## src/rtl/id_ex_latch_pkg.sv

```systemverilog
// rtl/id_ex_latch_pkg.sv - shared ALU-op codes, control bit positions and width defaults for the ID/EX latch
package id_ex_latch_pkg;

    localparam int DATA_W_DEF = 32;
    localparam int REG_AW_DEF = 5;

    typedef enum logic [1:0] {
        ALUOP_MTYPE   = 2'b00,
        ALUOP_ITYPE   = 2'b01,
        ALUOP_RTYPE   = 2'b10,
        ALUOP_UNKNOWN = 2'b11
    } aluop_e;

    // wb field {regwrite, memtoreg}
    localparam int WB_REGWRITE = 1;
    localparam int WB_MEMTOREG = 0;
    // m field {branch, memread, memwrite}
    localparam int M_BRANCH    = 2;
    localparam int M_MEMREAD   = 1;
    localparam int M_MEMWRITE  = 0;
    // ex field {regdst, aluop[1:0], alusrc}
    localparam int EX_REGDST   = 3;
    localparam int EX_ALUOP_HI = 2;
    localparam int EX_ALUOP_LO = 1;
    localparam int EX_ALUSRC   = 0;

    // wb + m + ex + valid
    localparam int CTRL_W = 2 + 3 + 4 + 1;

    function automatic logic [15:0] sat_inc16(input logic [15:0] v);
        return (v == 16'hFFFF) ? v : v + 16'd1;
    endfunction

endpackage

```

## src/rtl/id_ex_latch_if.sv

```systemverilog
// rtl/id_ex_latch_if.sv - decode-side inputs and execute-side outputs of the ID/EX latch (rs fields under ID_EX_FORWARDING_EN)
interface id_ex_latch_if
    import id_ex_latch_pkg::*;
#(
    parameter int DATA_W = DATA_W_DEF,
    parameter int REG_AW = REG_AW_DEF
);
    logic              stall;
    logic              flush;
    logic [1:0]        wb_in;
    logic [2:0]        m_in;
    logic [3:0]        ex_in;
    logic [DATA_W-1:0] npc_in;
    logic [DATA_W-1:0] rd1_in;
    logic [DATA_W-1:0] rd2_in;
    logic [DATA_W-1:0] imm_in;
    logic [REG_AW-1:0] rt_in;
    logic [REG_AW-1:0] rd_in;

    logic [1:0]        wb_out;
    logic [2:0]        m_out;
    logic              regdst;
    logic [1:0]        aluop;
    logic              alusrc;
    logic [5:0]        funct;
    logic [DATA_W-1:0] npc_out;
    logic [DATA_W-1:0] rd1_out;
    logic [DATA_W-1:0] rd2_out;
    logic [DATA_W-1:0] imm_out;
    logic [REG_AW-1:0] rt_out;
    logic [REG_AW-1:0] rd_out;
    logic              valid;
    logic [15:0]       bubble_cnt;
`ifdef ID_EX_FORWARDING_EN
    logic [REG_AW-1:0] rs_in;
    logic [REG_AW-1:0] rs_out;
`endif

    modport master (
        output stall, flush, wb_in, m_in, ex_in, npc_in, rd1_in, rd2_in, imm_in, rt_in, rd_in,
`ifdef ID_EX_FORWARDING_EN
        output rs_in,
        input  rs_out,
`endif
        input  wb_out, m_out, regdst, aluop, alusrc, funct, npc_out, rd1_out, rd2_out,
        input  imm_out, rt_out, rd_out, valid, bubble_cnt
    );

    modport slave (
        input  stall, flush, wb_in, m_in, ex_in, npc_in, rd1_in, rd2_in, imm_in, rt_in, rd_in,
`ifdef ID_EX_FORWARDING_EN
        input  rs_in,
        output rs_out,
`endif
        output wb_out, m_out, regdst, aluop, alusrc, funct, npc_out, rd1_out, rd2_out,
        output imm_out, rt_out, rd_out, valid, bubble_cnt
    );

endinterface

```

## src/rtl/id_ex_latch_pipe_reg.sv

```systemverilog
// rtl/id_ex_latch_pipe_reg.sv - generic pipeline register with reset, clear and stall, in that priority
module pipe_reg #(
    parameter int W = 1
) (
    input  logic         clk,
    input  logic         rst,
    input  logic         stall,
    input  logic         clear,
    input  logic [W-1:0] d,
    output logic [W-1:0] q
);
    logic [W-1:0] q_q;
    logic [W-1:0] q_d;

    // next value: clear beats stall, stall holds, otherwise load
    always_comb begin
        q_d = q_q;
        if (clear) begin
            q_d = '0;
        end else if (!stall) begin
            q_d = d;
        end
    end

    // state register with synchronous reset
    always_ff @(posedge clk) begin
        if (rst) begin
            q_q <= '0;
        end else begin
            q_q <= q_d;
        end
    end

    assign q = q_q;

endmodule

```

## src/rtl/id_ex_latch.sv

```systemverilog
// rtl/id_ex_latch.sv - ID/EX pipeline latch with flush bubbles and bubble counter; ID_EX_FORWARDING_EN adds rs field
module id_ex_latch
    import id_ex_latch_pkg::*;
#(
    parameter int DATA_W = DATA_W_DEF,
    parameter int REG_AW = REG_AW_DEF
) (
    input logic         clk,
    input logic         rst,
    id_ex_latch_if.slave bus
);
`ifdef ID_EX_FORWARDING_EN
    localparam int DATA_GW = 4 * DATA_W + 3 * REG_AW;
`else
    localparam int DATA_GW = 4 * DATA_W + 2 * REG_AW;
`endif

    logic [CTRL_W-1:0]  ctrl_d;
    logic [CTRL_W-1:0]  ctrl_q;
    logic [DATA_GW-1:0] data_d;
    logic [DATA_GW-1:0] data_q;
    logic               data_stall;
    logic [15:0]        bubble_cnt_d;
    logic [15:0]        bubble_cnt_q;

    // control group: a flush zeroes it (including valid), a stall holds it
    assign ctrl_d = {bus.wb_in, bus.m_in, bus.ex_in, 1'b1};

    pipe_reg #(.W(CTRL_W)) u_ctrl (
        .clk   (clk),
        .rst   (rst),
        .stall (bus.stall),
        .clear (bus.flush),
        .d     (ctrl_d),
        .q     (ctrl_q)
    );

    // data group is never cleared; on a flush it still captures so flush beats stall
    assign data_stall = bus.stall & ~bus.flush;
`ifdef ID_EX_FORWARDING_EN
    assign data_d = {bus.npc_in, bus.rd1_in, bus.rd2_in, bus.imm_in, bus.rt_in, bus.rd_in, bus.rs_in};
`else
    assign data_d = {bus.npc_in, bus.rd1_in, bus.rd2_in, bus.imm_in, bus.rt_in, bus.rd_in};
`endif

    pipe_reg #(.W(DATA_GW)) u_data (
        .clk   (clk),
        .rst   (rst),
        .stall (data_stall),
        .clear (1'b0),
        .d     (data_d),
        .q     (data_q)
    );

    // bubble counter: one per flush edge, saturating
    always_comb begin
        bubble_cnt_d = bubble_cnt_q;
        if (bus.flush) begin
            bubble_cnt_d = sat_inc16(bubble_cnt_q);
        end
    end

    // bubble counter register
    always_ff @(posedge clk) begin
        if (rst) begin
            bubble_cnt_q <= 16'd0;
        end else begin
            bubble_cnt_q <= bubble_cnt_d;
        end
    end

    assign bus.wb_out     = ctrl_q[9:8];
    assign bus.m_out      = ctrl_q[7:5];
    assign bus.regdst     = ctrl_q[1 + EX_REGDST];
    assign bus.aluop      = ctrl_q[1 + EX_ALUOP_HI -: 2];
    assign bus.alusrc     = ctrl_q[1 + EX_ALUSRC];
    assign bus.valid      = ctrl_q[0];
    assign bus.bubble_cnt = bubble_cnt_q;

`ifdef ID_EX_FORWARDING_EN
    assign {bus.npc_out, bus.rd1_out, bus.rd2_out, bus.imm_out, bus.rt_out, bus.rd_out, bus.rs_out} = data_q;
`else
    assign {bus.npc_out, bus.rd1_out, bus.rd2_out, bus.imm_out, bus.rt_out, bus.rd_out} = data_q;
`endif
    assign bus.funct = bus.imm_out[5:0];

endmodule

```

## src/flat_wrapper.sv

```systemverilog
// flat-port wrapper written by rule: the top's interface ports become plain ports
module id_ex_latch_flat import id_ex_latch_pkg::*;
#(
    parameter int DATA_W = DATA_W_DEF,
    parameter int REG_AW = REG_AW_DEF
)
  (clk, rst, bus_stall, bus_flush, bus_wb_in, bus_m_in, bus_ex_in, bus_npc_in, bus_rd1_in, bus_rd2_in, bus_imm_in, bus_rt_in, bus_rd_in, bus_wb_out, bus_m_out, bus_regdst, bus_aluop, bus_alusrc, bus_funct, bus_npc_out, bus_rd1_out, bus_rd2_out, bus_imm_out, bus_rt_out, bus_rd_out, bus_valid, bus_bubble_cnt);
  id_ex_latch_if #(.DATA_W(DATA_W), .REG_AW(REG_AW)) bus_i ();
  input logic clk;
  input logic rst;
  input wire logic [$bits(bus_i.stall)-1:0] bus_stall;
  input wire logic [$bits(bus_i.flush)-1:0] bus_flush;
  input wire logic [$bits(bus_i.wb_in)-1:0] bus_wb_in;
  input wire logic [$bits(bus_i.m_in)-1:0] bus_m_in;
  input wire logic [$bits(bus_i.ex_in)-1:0] bus_ex_in;
  input wire logic [$bits(bus_i.npc_in)-1:0] bus_npc_in;
  input wire logic [$bits(bus_i.rd1_in)-1:0] bus_rd1_in;
  input wire logic [$bits(bus_i.rd2_in)-1:0] bus_rd2_in;
  input wire logic [$bits(bus_i.imm_in)-1:0] bus_imm_in;
  input wire logic [$bits(bus_i.rt_in)-1:0] bus_rt_in;
  input wire logic [$bits(bus_i.rd_in)-1:0] bus_rd_in;
  output wire logic [$bits(bus_i.wb_out)-1:0] bus_wb_out;
  output wire logic [$bits(bus_i.m_out)-1:0] bus_m_out;
  output wire logic [$bits(bus_i.regdst)-1:0] bus_regdst;
  output wire logic [$bits(bus_i.aluop)-1:0] bus_aluop;
  output wire logic [$bits(bus_i.alusrc)-1:0] bus_alusrc;
  output wire logic [$bits(bus_i.funct)-1:0] bus_funct;
  output wire logic [$bits(bus_i.npc_out)-1:0] bus_npc_out;
  output wire logic [$bits(bus_i.rd1_out)-1:0] bus_rd1_out;
  output wire logic [$bits(bus_i.rd2_out)-1:0] bus_rd2_out;
  output wire logic [$bits(bus_i.imm_out)-1:0] bus_imm_out;
  output wire logic [$bits(bus_i.rt_out)-1:0] bus_rt_out;
  output wire logic [$bits(bus_i.rd_out)-1:0] bus_rd_out;
  output wire logic [$bits(bus_i.valid)-1:0] bus_valid;
  output wire logic [$bits(bus_i.bubble_cnt)-1:0] bus_bubble_cnt;
  assign bus_i.stall = bus_stall;
  assign bus_i.flush = bus_flush;
  assign bus_i.wb_in = bus_wb_in;
  assign bus_i.m_in = bus_m_in;
  assign bus_i.ex_in = bus_ex_in;
  assign bus_i.npc_in = bus_npc_in;
  assign bus_i.rd1_in = bus_rd1_in;
  assign bus_i.rd2_in = bus_rd2_in;
  assign bus_i.imm_in = bus_imm_in;
  assign bus_i.rt_in = bus_rt_in;
  assign bus_i.rd_in = bus_rd_in;
  assign bus_wb_out = bus_i.wb_out;
  assign bus_m_out = bus_i.m_out;
  assign bus_regdst = bus_i.regdst;
  assign bus_aluop = bus_i.aluop;
  assign bus_alusrc = bus_i.alusrc;
  assign bus_funct = bus_i.funct;
  assign bus_npc_out = bus_i.npc_out;
  assign bus_rd1_out = bus_i.rd1_out;
  assign bus_rd2_out = bus_i.rd2_out;
  assign bus_imm_out = bus_i.imm_out;
  assign bus_rt_out = bus_i.rt_out;
  assign bus_rd_out = bus_i.rd_out;
  assign bus_valid = bus_i.valid;
  assign bus_bubble_cnt = bus_i.bubble_cnt;
  id_ex_latch #(.DATA_W(DATA_W), .REG_AW(REG_AW)) u_core (.clk(clk), .rst(rst), .bus(bus_i));
endmodule
```

## config.mk

```make
export PLATFORM = sky130hd
export DESIGN_NAME = id_ex_latch_flat
export DESIGN_NICKNAME = d
export VERILOG_FILES = /design/src/rtl/id_ex_latch_pkg.sv /design/src/rtl/id_ex_latch_if.sv /design/src/rtl/id_ex_latch_pipe_reg.sv /design/src/rtl/id_ex_latch.sv /design/src/flat_wrapper.sv
export SDC_FILE = /design/constraint.sdc
export NUM_CORES = 1
export LEC_CHECK = 0
export BUFFER_PORTS_ARGS = -buffer_cell sky130_fd_sc_hd__buf_4
export CAP_MARGIN = 20
export CORE_AREA = 2 2 126 128
export CTS_CLUSTER_DIAMETER = 40
export DETAILED_ROUTE_END_ITERATION = 6
export DIE_AREA = 0 0 128 130
export PLACE_DENSITY = 0.69
export RECOVER_POWER = 25
export SLEW_MARGIN = 20
export SYNTH_ARGS = -nofsm -noshare
export SYNTH_HDL_FRONTEND = slang
export SYNTH_SLANG_ARGS = --single-unit
```

## constraint.sdc

```tcl
create_clock -name clk -period 1.8 [get_ports clk]
set_input_delay 0.09 -clock clk [delete_from_list [all_inputs] [get_ports clk]]
set_output_delay 0.09 -clock clk [all_outputs]
set_load 0.005 [all_outputs]
```

==> qor.yml, run 1 <==
grt:
  grt_antenna_before_repair: 0
  grt_pass1_wl_um: 31500
  grt_overflow: 0
  grt_util_all_layers: 0.239
  grt_max_degree: 77
  first_global_vias: 6215
clocking:
  clk_pin_slew_ns: 0.06
  cts.sink_count: 164
  clk_latency_ns: 0.42
  h-tree-depth: 4
  cts-root-buf: "clkbuf_16"
  clockBufferDepth: 2
  numCtsBuffers: 17
  cts_tree: "built"
place:
  io_buffers: 320
  dp_hpwl_um: 12300
  post-place-ws_ns: 0.125
  gp_congestion: 0.863
floorplanning:
  die_width_um: 128
  core_area_mm2: 0.0154
  dieArea_mm2: 0.0166
  num_rows: 46
  initial_core_util: 0.388
  boundaryPins: 321
  die_h_um: 130
timing:
  fmax_mhz: 605
  slew_headroom: 0.126
  finalClockSkew_ns: 0.00629
  worst_pin_slew_ns: 1.31
  rsz0062_at_grt: "no"
  setup_slack_ns: 0.148
  timing.final.crit_share: 0.918
  finalSetupTns_ns: 0
  drv_slew: 0
  hold_viol_final: 0
  fin_crit_ns: 1.65
  finalSetupViolCount: 0
worst_setup_path:
  worstPathCellList: "and4_1 > nand2_1 > or4b_1 > a21oi_1"
  crit_fanout: 6
  reg2reg_slack_ns: 0.15
  critPathSlowestCell: "or4b_1"
  cp-start-kind: "flop"
  worst_ep_required_time_ns: 2.15
  cp_slowest_stage_delay_ns: 0.50
  r2r_start: "u_core.bus.bubble_cnt[0]$_SDFFE_PP0P_"
  arrival_ns: 2.00
  timing.rr.end: "u_core.bus.bubble_cnt[13]$_SDFFE_PP0P_"
  cp-end-kind: "flop"
  crit_type: "reg -> reg"
  r2r_cells: 4
synthesis:
  synth-seq-area-share: 0.549
  netlist_area_mm2: 0.00598
  synthCells: 741
  synth_edf_count: 0
  ys_ff_latch: 164
  syn_nets: 893
  synth_async_sr_flop_share: 0
  synth_flop_cell: "dfxtp_1"
  yosysUniqueCellTypes: 39
  syn_avg_cell_area_um2: 8.07
  yosysWarningCount: 0
drt:
  wire_per_inst_um: 15.0
  drtPass1Iterations: 7
  drt_wl_total_um: 20700
  viasPerCell: 4.84
  drc: 0
  postRouteAntennaNets: 0
  dr_total_vias: 6695
  initialDrtViolationCount: 356
worst_hold_path:
  hold_depth: 2
  hp-class: "in -> reg"
  min_to: "u_core.u_data.q[135]$_SDFFE_PP0N_"
  min_from: "rst"
cells_and_area:
  seq_area_mm2: 0.00328
  n_fill_cell: 1152
  n_antenna_cell: 0
  multi_input_area_mm2: 0.00247
  drive_above_1_share: 0.317
  nets: 1331
  area_delta_synth_final_pct: 77.9
power:
  p_per_area_mw_per_mm2: 866
  total_power_mw: 9.21
  vdd_drop_max_mv: 0.566
  leakage_nw: 4.95
run:
  maxCapViolCount: 0
outcome:
  status: "complete, no violations"
[area by class of cell]
type	count	share of cell area
Timing Repair Buffer	477	0.375
Sequential cell	164	0.309
Clock buffer	20	0.0439
Multi-Input combinational cell	516	0.232
Inverter	3	0.00106
Clock inverter	11	0.0163
Tap cell	192	0.0226
[sequential cells by signal (all words and copies together), names as in the netlist]
| register | count |
|---|---|
| u_core.bus.bubble_cnt | 16 |
| u_core.u_ctrl.q | 10 |
| u_core.u_data.q | 138 |
[critical path, delay by kind of cell (launching register included)]
| kind | cells | cell delay (ns) |
|---|---|---|
| and+or+nand+nor | 3 | 0.98 |
| DFF | 1 | 0.45 |
| AOI/OAI and AO/OA | 1 | 0.16 |
[Yosys cell counts, types with 6 or more instances]
cell      number  area, um2
a21oi_1      144        721
a31oi_1        8       50.1
buf_4          7       52.6
clkbuf_1      46        173
dfxtp_1      164       3280
mux2i_1       11        110
nand2_1      280       1050
nand3_1        6       30.0
nand4_1        6       37.5
nor2_1        19       71.3
[logic make-up (layout without fill, tap and decap cells)]
group           Yosys count  in the layout  synth area share
compound gates          163            163             0.143
fa+ha+maj                 1              1           0.00209
buf+inv                  61            511            0.0431
flops                   164            164             0.549
mux                      13             13            0.0228
simple gates            339            339             0.240
[metal layers]
layer | up-vias | part of all wire | global-route usage
met5 | - | 0 | 0
met4 | 0 | 0.028 | 0.107
met3 | 42 | 0.083 | 0.0791
met2 | 270 | 0.49 | 0.403
met1 | 3084 | 0.40 | 0.277
li1 | 3299 | - | -
[metrics by stage]
| stage | util | area [um2] | std cells | hold slack [ns] |
|---|---|---|---|---|
| 2_1_floorplan | - | 5980 | 741 | 0.230 |
| 3_3_place_gp | 0.554 | 8540 | 1205 | 0.323 |
| 3_5_place_dp | 0.554 | 8540 | 1205 | 0.329 |
| 4_1_cts | 0.691 | 10700 | 1383 | 0.00992 |
| 5_1_grt | 0.690 | 10600 | 1383 | 0.0316 |
| 6_report | 0.690 | 10600 | 1383 | 0.0318 |
[power by group]
group          internal [mW]  switching [mW]
clock network           2.44            1.49
registers               3.83           0.113
logic                  0.806           0.536
total                   7.08            2.14
[what timing repair did]
| action | in CTS | in global routing |
|---|---|---|
| endpoints found under the setup margin | 0 | 3 |
| setup buffers | 0 | 0 |
| hold endpoints to repair | 147 | 0 |
| gates resized for setup | 0 | 3 |
| hold buffers | 147 | 0 |
[placed cells by master (no fill, tap or decap), drive strengths merged]
master,instances
inv,5
a21boi,1
a31oi,8
and4,5
clkbuf,22
or3,2
o31ai,1
dlygate4sd3,147
o21bai,2
nand2b,3
buf,328
a211oi,4
a41o,1
o41ai,1
nor3,5
nand3,7
clkinv,2
or4,1
nand4,7
o21ai,1
bufinv,4
dfxtp,164
nor2b,5
and3,1
a21oi,144
mux2,2
nand2,281
mux2i,11
nor4,1
or2,1
or4b,1
clkinvlp,3
ha,1
nor2,19
[how the worst max path moves through the flow]
stage | start | end | slack, ns
floorplan | u_core.bus.bubble_cnt[0]$_SDFFE_PP0P_ | u_core.bus.bubble_cnt[6]$_SDFFE_PP0P_ | 0.24
CTS | u_core.bus.bubble_cnt[0]$_SDFFE_PP0P_ | u_core.bus.bubble_cnt[13]$_SDFFE_PP0P_ | 0.11
detailed placement | u_core.bus.bubble_cnt[0]$_SDFFE_PP0P_ | u_core.bus.bubble_cnt[13]$_SDFFE_PP0P_ | 0.13
global placement | u_core.bus.bubble_cnt[0]$_SDFFE_PP0P_ | u_core.bus.bubble_cnt[13]$_SDFFE_PP0P_ | 0.18
finish | u_core.bus.bubble_cnt[0]$_SDFFE_PP0P_ | u_core.bus.bubble_cnt[13]$_SDFFE_PP0P_ | 0.15
global route | u_core.bus.bubble_cnt[0]$_SDFFE_PP0P_ | u_core.bus.bubble_cnt[3]$_SDFFE_PP0P_ | 0.01
(Power assumes the default switching activity.)
==> run 2: changes to the inputs <==
--- a/config.mk
+++ b/config.mk
@@ -7,11 +7,12 @@
 export LEC_CHECK = 0
 export BUFFER_PORTS_ARGS = -buffer_cell sky130_fd_sc_hd__buf_4
 export CAP_MARGIN = 20
-export CORE_AREA = 2 2 126 128
+export CORE_AREA = 2 2 125 127
+export CTS_BUF_LIST = sky130_fd_sc_hd__clkbuf_4
 export CTS_CLUSTER_DIAMETER = 40
 export DETAILED_ROUTE_END_ITERATION = 6
-export DIE_AREA = 0 0 128 130
-export PLACE_DENSITY = 0.69
+export DIE_AREA = 0 0 127 129
+export PLACE_DENSITY = 0.7
 export RECOVER_POWER = 25
 export SLEW_MARGIN = 20
 export SYNTH_ARGS = -nofsm -noshare
==> constraint.sdc (replaced) <==
create_clock -name clk -period 1.9 [get_ports clk]
set_input_delay 0.095 -clock clk [delete_from_list [all_inputs] [get_ports clk]]
set_output_delay 0.095 -clock clk [all_outputs]
set_load 0.005 [all_outputs]
==> qor.yml, run 2 (synthesis results as in run 1) <==
timing:
  finalSetupTns_ns: 0  # unchanged
  slew_headroom: 0.689  # +0.563
  worst_pin_slew_ns: 0.466  # -0.845 ns
  drv_slew: 0  # unchanged
  timing.final.crit_share: 0.979
  finalSetupViolCount: 0  # unchanged
  fmax_mhz: 538
  fin_crit_ns: 1.86
  rsz0062_at_grt: "no"
  finalClockSkew_ns: 0.00503  # -0.00127 ns
  hold_viol_final: 0  # unchanged
worst_hold_path:
  hp-class: "in -> reg"
outcome:
  status: "complete, no violations"
worst_setup_path:
  cp-end-kind: "flop"
  cp.depth: 7  # +3
  r2r_cells: 4  # unchanged
  startpoint: "bus_stall"
  cp-start-kind: "input port"
  critPathSlowestCell: "dlygate4sd3_1"
  cp_slowest_stage_delay_ns: 0.62  # +0.12 ns
  r2r_start: "u_core.u_ctrl.q[7]$_SDFFE_PP0N_"
  reg2reg_slack_ns: 0.12  # -0.03 ns
  path_buf_inv: 4  # +4
  timing.rr.end: "u_core.u_ctrl.q[7]$_SDFFE_PP0N_"
  critPathCapture: "u_core.u_data.q[108]$_SDFFE_PP0N_"
  cp_common_cell: "dlygate4sd3_1"
  critPathTopFamily: "buffers and inverters"
  worst_ep_required_time_ns: 2.39  # +0.24 ns
  arrival_ns: 2.35  # +0.35 ns
  crit_fanout: 28  # +22
  worstPathCellList: "dlygate4sd3_1 > buf_4 > nor2b_4 > clkbuf_16 > nand2_1 > a21oi_1 > dlygate4sd3_1"
  crit_type: "in -> reg"
cells_and_area:
  largest_reg_flops: 138  # unchanged
  mostFrequentLayoutCells: "nand2_1, buf_4, dlygate4sd3_1"
  n_fill_cell: 1061  # -7.9%
  layout_commonest_cell: "nand2_1"
  final_cells: 1426  # +3.1%
  area_delta_synth_final_pct: 78.3
  drive_above_1_share: 0.274  # -0.0425
  nets: 1376  # +3.4%
power:
  power_frac_seq: 0.498  # +0.069
  vdd_drop_max_mv: 0.414  # -27%
  pwr-share-comb: 0.179  # +0.033
  p_sw_mw: 1.92  # -10%
  p_int_mw: 5.59  # -21%
  leakage_nw: 4.91  # -0.82%
  sw_frac_of_total: 0.256  # +0.0238
  power_frac_clock: 0.323  # -0.103
  p_per_area_mw_per_mm2: 705  # -19%
floorplanning:
  boundaryPins: 321  # unchanged
  die_width_um: 127  # -0.78%
  initial_core_util: 0.399  # +0.0116
  num_rows: 45  # -2.2%
  die_h_um: 129  # -0.77%
  dieArea_mm2: 0.0164  # -1.5%
  core_area_mm2: 0.0150  # -2.9%
clocking:
  cts.sink_count: 164  # unchanged
  clk_latency_ns: 0.54  # +0.12 ns
  postCtsSetupBuffers: 0  # unchanged
  clockBufferDepth: 2  # unchanged
  clk_pin_slew_ns: 0.14  # +0.08 ns
  cts_tree: "built"
  numCtsBuffers: 17  # unchanged
  h-tree-depth: 4  # unchanged
  cts-root-buf: "clkbuf_4"
drt:
  postRouteAntennaNets: 0  # unchanged
  wire_per_inst_um: 16.2  # +7.8%
  drtPass1Iterations: 4  # -3
  viasPerCell: 4.97  # +2.6%
  drc: 0  # unchanged
  dr_total_vias: 7083  # +5.8%
  initialDrtViolationCount: 407  # +14%
  drt_wl_total_um: 23000  # +11%
run:
  maxCapViolCount: 0  # unchanged
grt:
  grt_util_all_layers: 0.270  # +0.0310
  grt_antenna_before_repair: 1  # +1
  grt_overflow: 0  # unchanged
  grt_max_degree: 112  # +45%
  grt_pass1_wl_um: 35300  # +12%
  first_global_vias: 7026  # +13%
place:
  gp_congestion: 0.883  # +2.3%
  dp_cells: 1200  # -0.41%
  dp_hpwl_um: 12500  # +1.6%
  io_buffers: 320  # unchanged
-- run 2: cell count changes in the layout (fill, tap and decap cells not counted), sizes merged --
cell         previous run  this run
buf                   328       251
clkbuf                 22        97
dlygate4sd3           147       191
clkinv                  2         8
clkinvlp                3         1
bufinv                  4         5
diode                   0         1
inv                     5         4
-- run 2: how the worst min path moves through the flow --
stage / depth (start not counted) / from / to / slack, ns
after floorplan: 2 / bus_rd_in[0] / u_core.u_data.q[0]$_SDFFE_PP0N_ / 0.24
after global placement: 3 / bus_ex_in[3] / u_core.u_ctrl.q[4]$_SDFFE_PP0N_ / 0.33
after detailed placement: 3 / bus_ex_in[1] / u_core.u_ctrl.q[2]$_SDFFE_PP0N_ / 0.33
after CTS: 4 / bus_npc_in[1] / u_core.u_data.q[107]$_SDFFE_PP0N_ / 0.27
after global routing: 4 / bus_rd1_in[19] / u_core.u_data.q[93]$_SDFFE_PP0N_ / 0.28
final: 4 / bus_rd2_in[10] / u_core.u_data.q[52]$_SDFFE_PP0N_ / 0.34
-- run 2: power groups by stage --
| stage | sequential, mW | clock (mW) | combinational [mW] |
|---|---|---|---|
| after floorplan | 3.82 | 0 | 0.349 |
| after global placement | 3.80 | 0 | 1.00 |
| after detailed placement | 3.81 | 0 | 1.01 |
| after CTS | 3.74 | 2.48 | 1.33 |
| after global routing | 3.76 | 2.64 | 1.45 |
| final | 3.74 | 2.42 | 1.35 |
-- run 2: routing by layer --
layer / part of all wire / global-route usage / routed length, um
met5: 0 / 0 / 0
met4: 0.041 / 0.143 / 948
met3: 0.088 / 0.0927 / 2030
met2: 0.49 / 0.469 / 11200
met1: 0.38 / 0.291 / 8840
-- run 2: tightest hold or removal path: stages --
cell           delay, ns
dlygate4sd3_1       0.53
buf_4               0.13
nand2_1             0.04
a21oi_1             0.05
-- run 2: what timing repair did --
item / CTS / global route
endpoints found under the hold margin: 155 / 0
hold buffers: 191 / 0
endpoints found under the setup margin: 0 / 21
gates resized for setup: 0 / 2
-- run 2: final cells by class --
type | count | area (um2) | share of cell area
Timing Repair Buffer | 522 | 4340 | 0.407
Clock buffer | 17 | 128 | 0.0120
Antenna cell | 1 | 2.50 | 0.000235
Sequential cell | 164 | 3280 | 0.308
Multi-Input combinational cell | 516 | 2450 | 0.230
Inverter | 3 | 11.3 | 0.00106
Tap cell | 188 | 235 | 0.0221
Clock inverter | 15 | 211 | 0.0198
-- run 2: through the flow --
stage               power, mW  area, um2   util  setup WS [ns]  hold slack [ns]
floorplan                4.17       5980      -          0.336            0.235
global placement         4.80       8520  0.569          0.236            0.327
detailed placement       4.82       8520  0.569          0.204            0.331
CTS                      7.54      10800  0.719          0.153            0.270
global route             7.85      10700  0.712         0.0482            0.284
finish                   7.51      10700  0.712         0.0396            0.336
==> run 3: changes to the inputs <==
--- a/config.mk
+++ b/config.mk
@@ -7,12 +7,13 @@
 export LEC_CHECK = 0
 export BUFFER_PORTS_ARGS = -buffer_cell sky130_fd_sc_hd__buf_4
 export CAP_MARGIN = 20
-export CORE_AREA = 2 2 125 127
+export CORE_AREA = 2 2 123 125
 export CTS_BUF_LIST = sky130_fd_sc_hd__clkbuf_4
 export CTS_CLUSTER_DIAMETER = 40
+export CTS_CLUSTER_SIZE = 25
 export DETAILED_ROUTE_END_ITERATION = 6
-export DIE_AREA = 0 0 127 129
-export PLACE_DENSITY = 0.7
+export DIE_AREA = 0 0 125 127
+export PLACE_DENSITY = 0.72
 export RECOVER_POWER = 25
 export SLEW_MARGIN = 20
 export SYNTH_ARGS = -nofsm -noshare
==> qor.yml, run 3 (synthesis results as in run 1) <==
outcome:
  status: "complete, no violations"
clocking:
  cts.sink_count: 164  # unchanged
  clk_pin_slew_ns: 0.14  # about the same
  numCtsBuffers: 17  # unchanged
  clk_latency_ns: 0.54  # about the same
  cts-root-buf: "clkbuf_4"
  postCtsSetupBuffers: 0  # unchanged
  h-tree-depth: 4  # unchanged
  clockBufferDepth: 2  # unchanged
  cts_tree: "built"
grt:
  grt_use_met2: 0.489  # +0.0204
  grt_util_all_layers: 0.276  # +0.00626
  top_usage_layer: "met2"
  grt_overflow: 0  # unchanged
  grt_antenna_before_repair: 2  # +1
  use_met1: 0.310  # +0.0189
  grtUsageMet3: 0.0779  # -0.0148
  first_global_vias: 7113  # +1.2%
  grt_max_degree: 90  # -20%
  grt_pass1_wl_um: 35700  # +1.3%
floorplanning:
  boundaryPins: 321  # unchanged
  initial_core_util: 0.415  # +0.0153
  die_width_um: 125  # -1.6%
  dieArea_mm2: 0.0159  # -3.1%
  core_area_mm2: 0.0144  # -3.7%
  die_h_um: 127  # -1.6%
  num_rows: 44  # -2.2%
cells_and_area:
  largest_reg_flops: 138  # unchanged
  mostFrequentLayoutCells: "nand2_1, buf_4, dlygate4sd3_1"
  seq_area_mm2: 0.00328  # unchanged
  area_delta_synth_final_pct: 73.8
  drive_above_1_share: 0.280  # +0.00638
  final_area_mm2: 0.0104  # -2.5%
  final_core_util: 0.721  # +0.00891
  final_cells: 1402  # -1.7%
  nets: 1356  # -1.5%
  n_fill_cell: 1049  # -1.1%
  layout_commonest_cell: "nand2_1"
  multi_input_area_mm2: 0.00245  # unchanged
timing:
  slew_headroom: 0.733  # +0.0435
  rsz0062_at_grt: "no"
  finalClockSkew_ns: 0.0128  # +0.00780 ns
  fin_crit_ns: 1.83  # -0.0345 ns
  drv_slew: 0  # unchanged
  finalSetupTns_ns: 0  # unchanged
  holdWs_ns: 0.348  # +0.0125 ns
  setup_slack_ns: 0.0741  # +0.0345 ns
  timing.final.crit_share: 0.961  # -0.0182
  worst_pin_slew_ns: 0.401  # -0.0653 ns
  fmax_mhz: 548  # +1.9%
  finalSetupViolCount: 0  # unchanged
  hold_viol_final: 0  # unchanged
worst_setup_path:
  cp_common_cell: "dlygate4sd3_1"
  worst_ep_required_time_ns: 2.39  # about the same
  crit_type: "in -> reg"
  r2r_start: "u_core.bus.bubble_cnt[0]$_SDFFE_PP0P_"
  cp_slowest_stage_delay_ns: 0.57  # -0.05 ns
  critPathSlowestCell: "dlygate4sd3_1"
  reg2reg_slack_ns: 0.15  # +0.03 ns
  r2r_cells: 5  # +1
  timing.rr.end: "u_core.bus.bubble_cnt[6]$_SDFFE_PP0P_"
  worstPathCellList: "dlygate4sd3_1 > buf_4 > nor2b_4 > buf_12 > nand2_1 > a21oi_1 > dlygate4sd3_1"
  cp-end-kind: "flop"
  crit_fanout: 89  # +220%
  cp-start-kind: "input port"
  arrival_ns: 2.32  # -0.03 ns
worst_hold_path:
  min_to: "u_core.u_data.q[52]$_SDFFE_PP0N_"
  min_from: "bus_rd2_in[10]"
  hp-class: "in -> reg"
  hold_depth: 4  # unchanged
drt:
  postRouteAntennaNets: 0  # unchanged
  wire_per_inst_um: 15.9  # -1.7%
  drtPass1Iterations: 5  # +1
  initialDrtViolationCount: 463  # +14%
  dr_total_vias: 6984  # -1.4%
  viasPerCell: 4.98  # +0.29%
  drt_wl_total_um: 22300  # -3.4%
  drc: 0  # unchanged
place:
  gp_congestion: 0.859  # -2.6%
  dpl_cell_area_mm2: 0.00852  # about the same
  io_buffers: 320  # unchanged
  post-place-ws_ns: 0.184  # -0.0195 ns
  dp_hpwl_um: 12700  # +1.2%
  dp_cells: 1197  # -0.25%
power:
  p_per_area_mw_per_mm2: 678  # -3.7%
  vdd_drop_max_mv: 0.504  # +22%
  leakage_nw: 4.75  # -3.3%
  total_power_mw: 7.05  # -6.1%
run:
  maxCapViolCount: 0  # unchanged
-- run 3: cell types whose count changed in the layout (fill, tap and decap cells not counted), sizes merged, moves of 3 or more --
cell         before  now
buf             251  247
bufinv            5    2
clkbuf           97  104
clkinv            8    3
clkinvlp          1    5
dlygate4sd3     191  172
-- run 3: cell type report --
type / count / area share
Clock buffer: 21 / 0.0152
Inverter: 3 / 0.00108
Sequential cell: 164 / 0.316
Timing Repair Buffer: 502 / 0.399
Multi-Input combinational cell: 516 / 0.236
Tap cell: 184 / 0.0221
Antenna cell: 2 / 0.000481
Clock inverter: 10 / 0.0106
-- run 3: what timing repair did --
action	in CTS	in global routing
hold buffers	172	0
endpoints found under the setup margin	0	1
endpoints found under the hold margin	155	0
resized for setup	0	1
-- run 3: how the worst max path moves through the flow --
stage	from	end	slack (ns)	cells past startpoint
after floorplan	u_core.bus.bubble_cnt[0]$_SDFFE_PP0P_	u_core.bus.bubble_cnt[6]$_SDFFE_PP0P_	0.34	5
after detailed placement	u_core.bus.bubble_cnt[0]$_SDFFE_PP0P_	u_core.bus.bubble_cnt[6]$_SDFFE_PP0P_	0.18	5
after global routing	bus_stall	u_core.u_data.q[131]$_SDFFE_PP0N_	0.03	7
after global placement	u_core.bus.bubble_cnt[0]$_SDFFE_PP0P_	u_core.bus.bubble_cnt[6]$_SDFFE_PP0P_	0.22	5
after CTS	bus_stall	u_core.u_data.q[14]$_SDFFE_PP0N_	0.11	7
final	bus_stall	u_core.u_data.q[0]$_SDFFE_PP0N_	0.07	7
-- run 3: per-layer routing --
layer / vias up / part of all wire
li1: 3367 / -
met1: 3225 / 0.39
met2: 334 / 0.50
met3: 58 / 0.082
met4: 0 / 0.033
met5: - / 0
-- run 3: critical path, delay by kind of cell --
family | cells | cell delay [ns]
buffers and inverters | 4 | 1.69
AO/OA/AOI/OAI | 1 | 0.16
AND/OR/NAND/NOR | 2 | 0.35
-- run 3: power by group --
| group | total, mW | switching, mW | internal (mW) |
|---|---|---|---|
| Combinational | 1.30 | 0.534 | 0.771 |
| Clock | 2.01 | 1.19 | 0.820 |
| Sequential | 3.74 | 0.109 | 3.63 |
